## src/rtl/accel_dma_port_pkg.sv

```systemverilog
// Shared definitions for the accelerator DMA port: default widths, transfer
// direction encodings and the burst FSM states.
package accel_dma_port_pkg;

  localparam int ADDR_W_DEF     = 19;
  localparam int DATA_W_DEF     = 19;
  localparam int LEN_W_DEF      = 10;
  localparam int FIFO_DEPTH_DEF = 4;

  typedef enum logic {
    DIR_RD = 1'b0,
    DIR_WR = 1'b1
  } dir_e;

  typedef enum logic [1:0] {
    ST_IDLE = 2'd0,
    ST_RD   = 2'd1,
    ST_WR   = 2'd2,
    ST_DONE = 2'd3
  } state_e;

endpackage

```

## src/rtl/accel_dma_port_if.sv

```systemverilog
// RAM request bus plus read/write streams between the DMA port, the arbiter
// and the accelerator core. master = DMA port side.
interface accel_dma_port_if
  import accel_dma_port_pkg::*;
#(
  parameter int ADDR_W = ADDR_W_DEF,
  parameter int DATA_W = DATA_W_DEF
);

  logic              mem_valid;
  logic              mem_write;
  logic [ADDR_W-1:0] mem_addr;
  logic [DATA_W-1:0] mem_wdata;
  logic [DATA_W-1:0] mem_rdata;
  logic              mem_hp_active;

  logic              m_valid;
  logic              m_ready;
  logic [DATA_W-1:0] m_data;

  logic              s_valid;
  logic              s_ready;
  logic [DATA_W-1:0] s_data;

  modport master (
    output mem_valid, mem_write, mem_addr, mem_wdata,
    input  mem_rdata, mem_hp_active,
    output m_valid, m_data,
    input  m_ready,
    input  s_valid, s_data,
    output s_ready
  );

  modport slave (
    input  mem_valid, mem_write, mem_addr, mem_wdata,
    output mem_rdata, mem_hp_active,
    input  m_valid, m_data,
    output m_ready,
    output s_valid, s_data,
    input  s_ready
  );

endinterface

```

## src/rtl/accel_dma_fifo.sv

```systemverilog
// Small synchronous FIFO buffering read data between RAM grants and the
// accelerator stream. DEPTH must be a power of two, at least 2.
module accel_dma_fifo #(
  parameter int DEPTH = 4,
  parameter int WIDTH = 19
) (
  input  logic             clk,
  input  logic             rst_n,
  input  logic             push,
  input  logic [WIDTH-1:0] wdata,
  input  logic             pop,
  output logic [WIDTH-1:0] rdata,
  output logic             full,
  output logic             empty
);

  localparam int AW = $clog2(DEPTH);

  logic [WIDTH-1:0] mem [DEPTH];
  logic [AW:0]      wr_ptr;
  logic [AW:0]      rd_ptr;
  logic             do_push;
  logic             do_pop;

  assign do_push = push & ~full;
  assign do_pop  = pop & ~empty;

  // Extra pointer bit distinguishes full from empty when the indices match.
  assign empty = (wr_ptr == rd_ptr);
  assign full  = (wr_ptr[AW] != rd_ptr[AW]) && (wr_ptr[AW-1:0] == rd_ptr[AW-1:0]);
  assign rdata = mem[rd_ptr[AW-1:0]];

  // NOTE: storage has no reset; the reset pointers mark every entry invalid,
  // so clearing the array would only cost flops.
  always_ff @(posedge clk) begin
    if (do_push) mem[wr_ptr[AW-1:0]] <= wdata;
  end

  always_ff @(posedge clk or negedge rst_n) begin
    if (!rst_n) begin
      wr_ptr <= '0;
      rd_ptr <= '0;
    end else begin
      if (do_push) wr_ptr <= wr_ptr + (AW+1)'(1);
      if (do_pop)  rd_ptr <= rd_ptr + (AW+1)'(1);
    end
  end

endmodule

```

## src/rtl/accel_dma_port.sv

```systemverilog
// Bus-master front end for one accelerator port: turns a start command into a
// linear burst of single-word RAM reads or writes, retrying while out-prioritised.
module accel_dma_port
  import accel_dma_port_pkg::*;
#(
  parameter int ADDR_W     = ADDR_W_DEF,
  parameter int DATA_W     = DATA_W_DEF,
  parameter int LEN_W      = LEN_W_DEF,
  parameter int FIFO_DEPTH = FIFO_DEPTH_DEF
) (
  input  logic              clk,
  input  logic              rst_n,
  input  logic              start,
  input  logic              cfg_dir,
  input  logic [ADDR_W-1:0] cfg_addr,
  input  logic [LEN_W-1:0]  cfg_len,
  output logic              busy,
  output logic              done,
  accel_dma_port_if.master  bus
);

  state_e            state_q, state_d;
  logic [ADDR_W-1:0] addr_q;
  logic [LEN_W-1:0]  len_q;
  logic [LEN_W-1:0]  issued_q;

  logic              more;
  logic              launch;
  logic              req_valid;
  logic              req_write;
  logic [DATA_W-1:0] req_wdata;
  logic              grant;
  logic              m_valid_c;
  logic              s_ready_c;
  logic              busy_c;
  logic              done_c;

  logic              fifo_push;
  logic              fifo_pop;
  logic              fifo_full;
  logic              fifo_empty;
  logic [DATA_W-1:0] fifo_rdata;

  assign more = (issued_q < len_q);

  // NOTE: sequential state uses non-blocking assignments so every flop
  // samples the pre-edge values regardless of block ordering.
  always_ff @(posedge clk or negedge rst_n) begin
    if (!rst_n) state_q <= ST_IDLE;
    else        state_q <= state_d;
  end

  // NOTE: every signal written here gets a default first, so no path through
  // the case statement can leave one unassigned and infer a latch.
  always_comb begin
    state_d   = state_q;
    launch    = 1'b0;
    req_valid = 1'b0;
    req_write = 1'b0;
    req_wdata = '0;
    m_valid_c = 1'b0;
    busy_c    = 1'b0;
    done_c    = 1'b0;
    unique case (state_q)
      ST_IDLE: begin
        if (start) begin
          launch = 1'b1;
          if (cfg_len == '0)          state_d = ST_DONE;
          else if (cfg_dir == DIR_WR) state_d = ST_WR;
          else                        state_d = ST_RD;
        end
      end
      ST_RD: begin
        busy_c    = 1'b1;
        req_valid = more & ~fifo_full;
        m_valid_c = ~fifo_empty;
        if (!more && fifo_empty) state_d = ST_DONE;
      end
      ST_WR: begin
        busy_c    = 1'b1;
        req_valid = bus.s_valid & more;
        req_write = 1'b1;
        req_wdata = bus.s_data;
        if (!more) state_d = ST_DONE;
      end
      ST_DONE: begin
        done_c  = 1'b1;
        state_d = ST_IDLE;
      end
      default: state_d = ST_IDLE;
    endcase
    // A cycle owned by a higher-priority requester is simply retried.
    grant     = req_valid & ~bus.mem_hp_active;
    s_ready_c = (state_q == ST_WR) & grant;
  end

  always_ff @(posedge clk or negedge rst_n) begin
    if (!rst_n) begin
      addr_q   <= '0;
      len_q    <= '0;
      issued_q <= '0;
    end else if (launch) begin
      addr_q   <= cfg_addr;
      len_q    <= cfg_len;
      issued_q <= '0;
    end else if (grant) begin
      addr_q   <= addr_q + ADDR_W'(1);
      issued_q <= issued_q + LEN_W'(1);
    end
  end

  assign fifo_push = grant & (state_q == ST_RD);
  assign fifo_pop  = m_valid_c & bus.m_ready;

  accel_dma_fifo #(
    .DEPTH (FIFO_DEPTH),
    .WIDTH (DATA_W)
  ) u_fifo (
    .clk   (clk),
    .rst_n (rst_n),
    .push  (fifo_push),
    .wdata (bus.mem_rdata),
    .pop   (fifo_pop),
    .rdata (fifo_rdata),
    .full  (fifo_full),
    .empty (fifo_empty)
  );

  assign bus.mem_valid = req_valid;
  assign bus.mem_write = req_write;
  assign bus.mem_addr  = addr_q;
  assign bus.mem_wdata = req_wdata;
  assign bus.m_valid   = m_valid_c;
  assign bus.m_data    = fifo_rdata;
  assign bus.s_ready   = s_ready_c;
  assign busy          = busy_c;
  assign done          = done_c;

endmodule

```

## src/flat_wrapper.sv

```systemverilog
// flat-port wrapper written by rule: the top's interface ports become plain ports
module accel_dma_port_flat import accel_dma_port_pkg::*;
#(
  parameter int ADDR_W     = ADDR_W_DEF,
  parameter int DATA_W     = DATA_W_DEF,
  parameter int LEN_W      = LEN_W_DEF,
  parameter int FIFO_DEPTH = FIFO_DEPTH_DEF
)
  (clk, rst_n, start, cfg_dir, cfg_addr, cfg_len, busy, done, bus_mem_valid, bus_mem_write, bus_mem_addr, bus_mem_wdata, bus_mem_rdata, bus_mem_hp_active, bus_m_valid, bus_m_data, bus_m_ready, bus_s_valid, bus_s_data, bus_s_ready);
  accel_dma_port_if #(.ADDR_W(ADDR_W), .DATA_W(DATA_W)) bus_i ();
  input  logic clk;
  input  logic rst_n;
  input  logic start;
  input  logic cfg_dir;
  input  logic [ADDR_W-1:0] cfg_addr;
  input  logic [LEN_W-1:0] cfg_len;
  output logic busy;
  output logic done;
  output wire logic [$bits(bus_i.mem_valid)-1:0] bus_mem_valid;
  output wire logic [$bits(bus_i.mem_write)-1:0] bus_mem_write;
  output wire logic [$bits(bus_i.mem_addr)-1:0] bus_mem_addr;
  output wire logic [$bits(bus_i.mem_wdata)-1:0] bus_mem_wdata;
  input wire logic [$bits(bus_i.mem_rdata)-1:0] bus_mem_rdata;
  input wire logic [$bits(bus_i.mem_hp_active)-1:0] bus_mem_hp_active;
  output wire logic [$bits(bus_i.m_valid)-1:0] bus_m_valid;
  output wire logic [$bits(bus_i.m_data)-1:0] bus_m_data;
  input wire logic [$bits(bus_i.m_ready)-1:0] bus_m_ready;
  input wire logic [$bits(bus_i.s_valid)-1:0] bus_s_valid;
  input wire logic [$bits(bus_i.s_data)-1:0] bus_s_data;
  output wire logic [$bits(bus_i.s_ready)-1:0] bus_s_ready;
  assign bus_mem_valid = bus_i.mem_valid;
  assign bus_mem_write = bus_i.mem_write;
  assign bus_mem_addr = bus_i.mem_addr;
  assign bus_mem_wdata = bus_i.mem_wdata;
  assign bus_i.mem_rdata = bus_mem_rdata;
  assign bus_i.mem_hp_active = bus_mem_hp_active;
  assign bus_m_valid = bus_i.m_valid;
  assign bus_m_data = bus_i.m_data;
  assign bus_i.m_ready = bus_m_ready;
  assign bus_i.s_valid = bus_s_valid;
  assign bus_i.s_data = bus_s_data;
  assign bus_s_ready = bus_i.s_ready;
  accel_dma_port #(.ADDR_W(ADDR_W), .DATA_W(DATA_W), .LEN_W(LEN_W), .FIFO_DEPTH(FIFO_DEPTH)) u_core (.clk(clk), .rst_n(rst_n), .start(start), .cfg_dir(cfg_dir), .cfg_addr(cfg_addr), .cfg_len(cfg_len), .busy(busy), .done(done), .bus(bus_i));
endmodule
```

## config.mk

```make
export PLATFORM = sky130hd
export DESIGN_NAME = accel_dma_port_flat
export DESIGN_NICKNAME = d
export VERILOG_FILES = /design/src/rtl/accel_dma_port_pkg.sv /design/src/rtl/accel_dma_port_if.sv /design/src/rtl/accel_dma_fifo.sv /design/src/rtl/accel_dma_port.sv /design/src/flat_wrapper.sv
export SDC_FILE = /design/constraint.sdc
export NUM_CORES = 1
export LEC_CHECK = 0
export ABC_AREA = 1
export BUFFER_PORTS_ARGS = -buffer_cell sky130_fd_sc_hd__buf_4
export CAP_MARGIN = 30
export CORE_UTILIZATION = 45
export DETAILED_ROUTE_END_ITERATION = 10
export GPL_TIMING_DRIVEN = 0
export PLACE_DENSITY = 0.68
export SETUP_SLACK_MARGIN = 0.5
export SYNTH_ARGS = -nofsm -noshare
export SYNTH_HDL_FRONTEND = slang
export SYNTH_SLANG_ARGS = --single-unit
```

## constraint.sdc

```tcl
create_clock -name clk -period 3.6 [get_ports clk]
set_input_delay 0.18 -clock clk [delete_from_list [all_inputs] [get_ports clk]]
set_output_delay 0.18 -clock clk [all_outputs]
set_load 0.05 [all_outputs]
```

==> results.md <==
* Status: finished, final reports clean
* Worst EP arrival at 2.94 ns
* Startpoint types: register
* Num rows at 42
* CTS resizes at 0
* Max IR drop VDD at 0.0006239 V
* IO buf count at 136
* EDFF count, synth at 76
* Core box area at about 0.013 mm2
* Async set or reset register ratio after synthesis at 38.21%
* Postcts setup bufs at 0
* Area grow syn2layout at 34.23%
* Final number of setup-violating endpoints at 0
* Root buffer cell: clkbuf_16
* Number of max-cap violations at 0
* Largest net degree at the start of global routing at 48
* Clock skew at around 0.009 ns
* Die span in x at between 100 and 150 um
* Period minus WS final at between 2 and 3 ns
* CTS H-tree lvls at 4
* Via density at just over 5
* Predominant post-synthesis flop cell: edfxtp_1
* CP max FO at 10
* Fillers at 1134
* Total global-route track usage at between 20% and 30%
* Cts hold-fix bufs at 24
* Post-synth top area share at between 30% and 40%
* Slew Limit Fails at 0
* Fmax at 355.9 MHz
* Grt ovf at 0
* Yosys warning total at 0
* Routed wire length per instance at between 10 and 15 um
* DRC Markers at 0
* Layout cells sized above 1 at a little over a fifth
* Period utilisation layout at between 70% and 80%
* Worst Tran Pin Value at about 0.62 ns
* Largest area contributor in the netlist: edfxtp_1
* Static Leak at ~0.0040 uW
* Chip height at between 100 and 150 um
* Via count at ~5.5k
* Global-route wire length before repair at about 26 mm
* Deepest clock path buffer count at 2
* Syn Nets at ~810
* CTS Buf Count at 17
* WHS at between 0.05 and 0.06 ns
* Initial antenna violation count at 0
* FF+latch count, synth at 123
* HPWL Detailed at around 11 mm
* GPL Wtd Cong at 0.8490
* Post-Route WL at 15.99 mm
* Power Dens Cells at 861.3 mW/mm2
* Unique masters post-synth at 31
* Mean Syn Cell Area at roughly 8.8 um2
* Post-Route Setup TNS at 0 ns
* Crit Path Category: register to register
* Die ar. at around 0.014 mm2
* Synth area leaders: edfxtp_1 36%, dfrtp_1 19%, nand2_1 12%
* Sequential share of the synthesized area at between 50 and 60%
* Number of antenna repair diodes at 0
* RSZ-0062 raised after global routing: no
* Num ports at roughly 140
* Starting Density at ~47%
* Critical Path End Type: register
* CTS tree: yes
* Vias in the first global route at approximately 5.3k
* Clk_lat worst skew at 0.42 ns
* Max_slew headroom at about three fifths
* Mapped Area at approximately 0.0063 mm2
* CP required at about 3.7 ns
* Clock Sinks at 123
* Most common cell in the netlist: nand2_1
* DRT iter0 DRCs at 425
* Post-synth top cells: 201 x nand2_1, 77 x inv_1, 76 x edfxtp_1, 76 x nor2_1, 58 x o21ai_0
* Worst hold path type: input pin to register
* Clock Pin Slew Worst Setup and Hold Paths at 0.06 ns
* Final #Nets at approximately 990
* Synth Instances at 714
* Number of routed nets with antenna violations at 0
* Final hold vios at 0
* First-pass DRT Iterations at 4
[cells in the final DEF (no fill, tap or decap), types with 3 or more instances in the layout]
cell / instances
a21oi_1: 4
buf_1: 4
buf_2: 4
buf_4: 137
clkbuf_1: 20
clkbuf_16: 17
clkinvlp_4: 3
dfrtp_1: 47
dlygate4sd3_1: 24
edfxtp_1: 76
ha_1: 20
inv_1: 77
inv_6: 5
nand2_1: 201
nand3_1: 53
nand4_1: 20
nor2_1: 72
nor2_2: 4
o21ai_0: 58
o22ai_1: 19
or2_2: 3
xnor2_1: 3
xor2_1: 11
[layer usage]
layer	global-route usage [%]	wire, um	vias up
met4	7.891	241	0
met1	30.97	7186	2612
met2	37.90	7820	173
met5	0	0	-
met3	4.753	740	21
li1	-	-	2729
[power breakdown]
group	internal, uW	switching, uW
Clock	959	659
Sequential	1730	241
Combinational	1070	2570
Total	3760	3470
[flip-flops by register name (all words and copies together) (netlist names)]
name and count:
u_core.u_fifo.rd_ptr 3, u_core.issued_q 10, u_core.u_fifo.wr_ptr 3, u_core.len_q 10, u_core.u_fifo.mem 76, u_core.bus.mem_addr 19
u_core.state_q 2
[logic make-up (layout without fill, tap and decap cells)]
| kind of cell | after synthesis | in the layout | synth area share, % |
|---|---|---|---|
| simple gates | 361 | 361 | 24.31 |
| flops | 123 | 123 | 55.30 |
| buf+inv | 108 | 304 | 6.743 |
| compound gates | 88 | 88 | 7.683 |
| fa+ha+maj | 20 | 20 | 4.002 |
| xor+xnor | 14 | 14 | 1.961 |
[layout make-up]
type	instances	area [um2]	share of cell area, %
Sequential cell	123	3458	41.20
Clock buffer	17	425.4	5.068
Clock inverter	15	138.9	1.654
Buffer	30	128.9	1.535
Multi-Input combinational cell	483	2384	28.39
Inverter	78	292.8	3.488
Timing Repair Buffer	164	1346	16.04
Tap cell	176	220.2	2.623
[worst max-delay path: stages (launching register included)]
cell and delay, ns:
dfrtp_1 0.45, ha_1 0.34, nand2_1 0.10, inv_1 0.05, nand2_1 0.05, nand2_1 0.05
nand2_1 0.07, nand3_1 0.13, nor2_4 0.19, nand3_1 0.29, nor2_2 0.57, buf_8 0.23
[final timing paths]
| check | slack, ns | end | depth (start not counted) | startpoint |
|---|---|---|---|---|
| hold / removal | 0.05 | u_core.bus.mem_addr[13] | 5 | cfg_addr[13] |
| setup / recovery | 0.79 | u_core.u_fifo.mem[0][16] | 11 | u_core.issued_q[5] |
| max in group asynchronous | 2.86 | u_core.issued_q[8] | 2 | rst_n |
| setup reg to reg | 0.79 | u_core.u_fifo.mem[0][16] | 11 | u_core.issued_q[5] |
| min in group asynchronous | 0.31 | u_core.bus.mem_addr[16] | 2 | rst_n |
| hold reg to reg | 0.49 | u_core.len_q[8] | 2 | u_core.len_q[8] |
[metrics by stage]
stage	std cells	power (uW)	cell area [um2]	setup WS, ns	utilization, %
after detailed placement	1030	5604	7590	0.7620	56.64
after floorplan	714	4470	6254	0.6863	-
after CTS	1086	7250	8394	0.7537	62.64
after global routing	1086	7638	8394	0.5529	62.64
after global placement	1026	5508	7495	0.07738	55.93
final	1086	7230	8394	0.7902	62.64
Note: power is estimated with default switching activity, not from simulation.
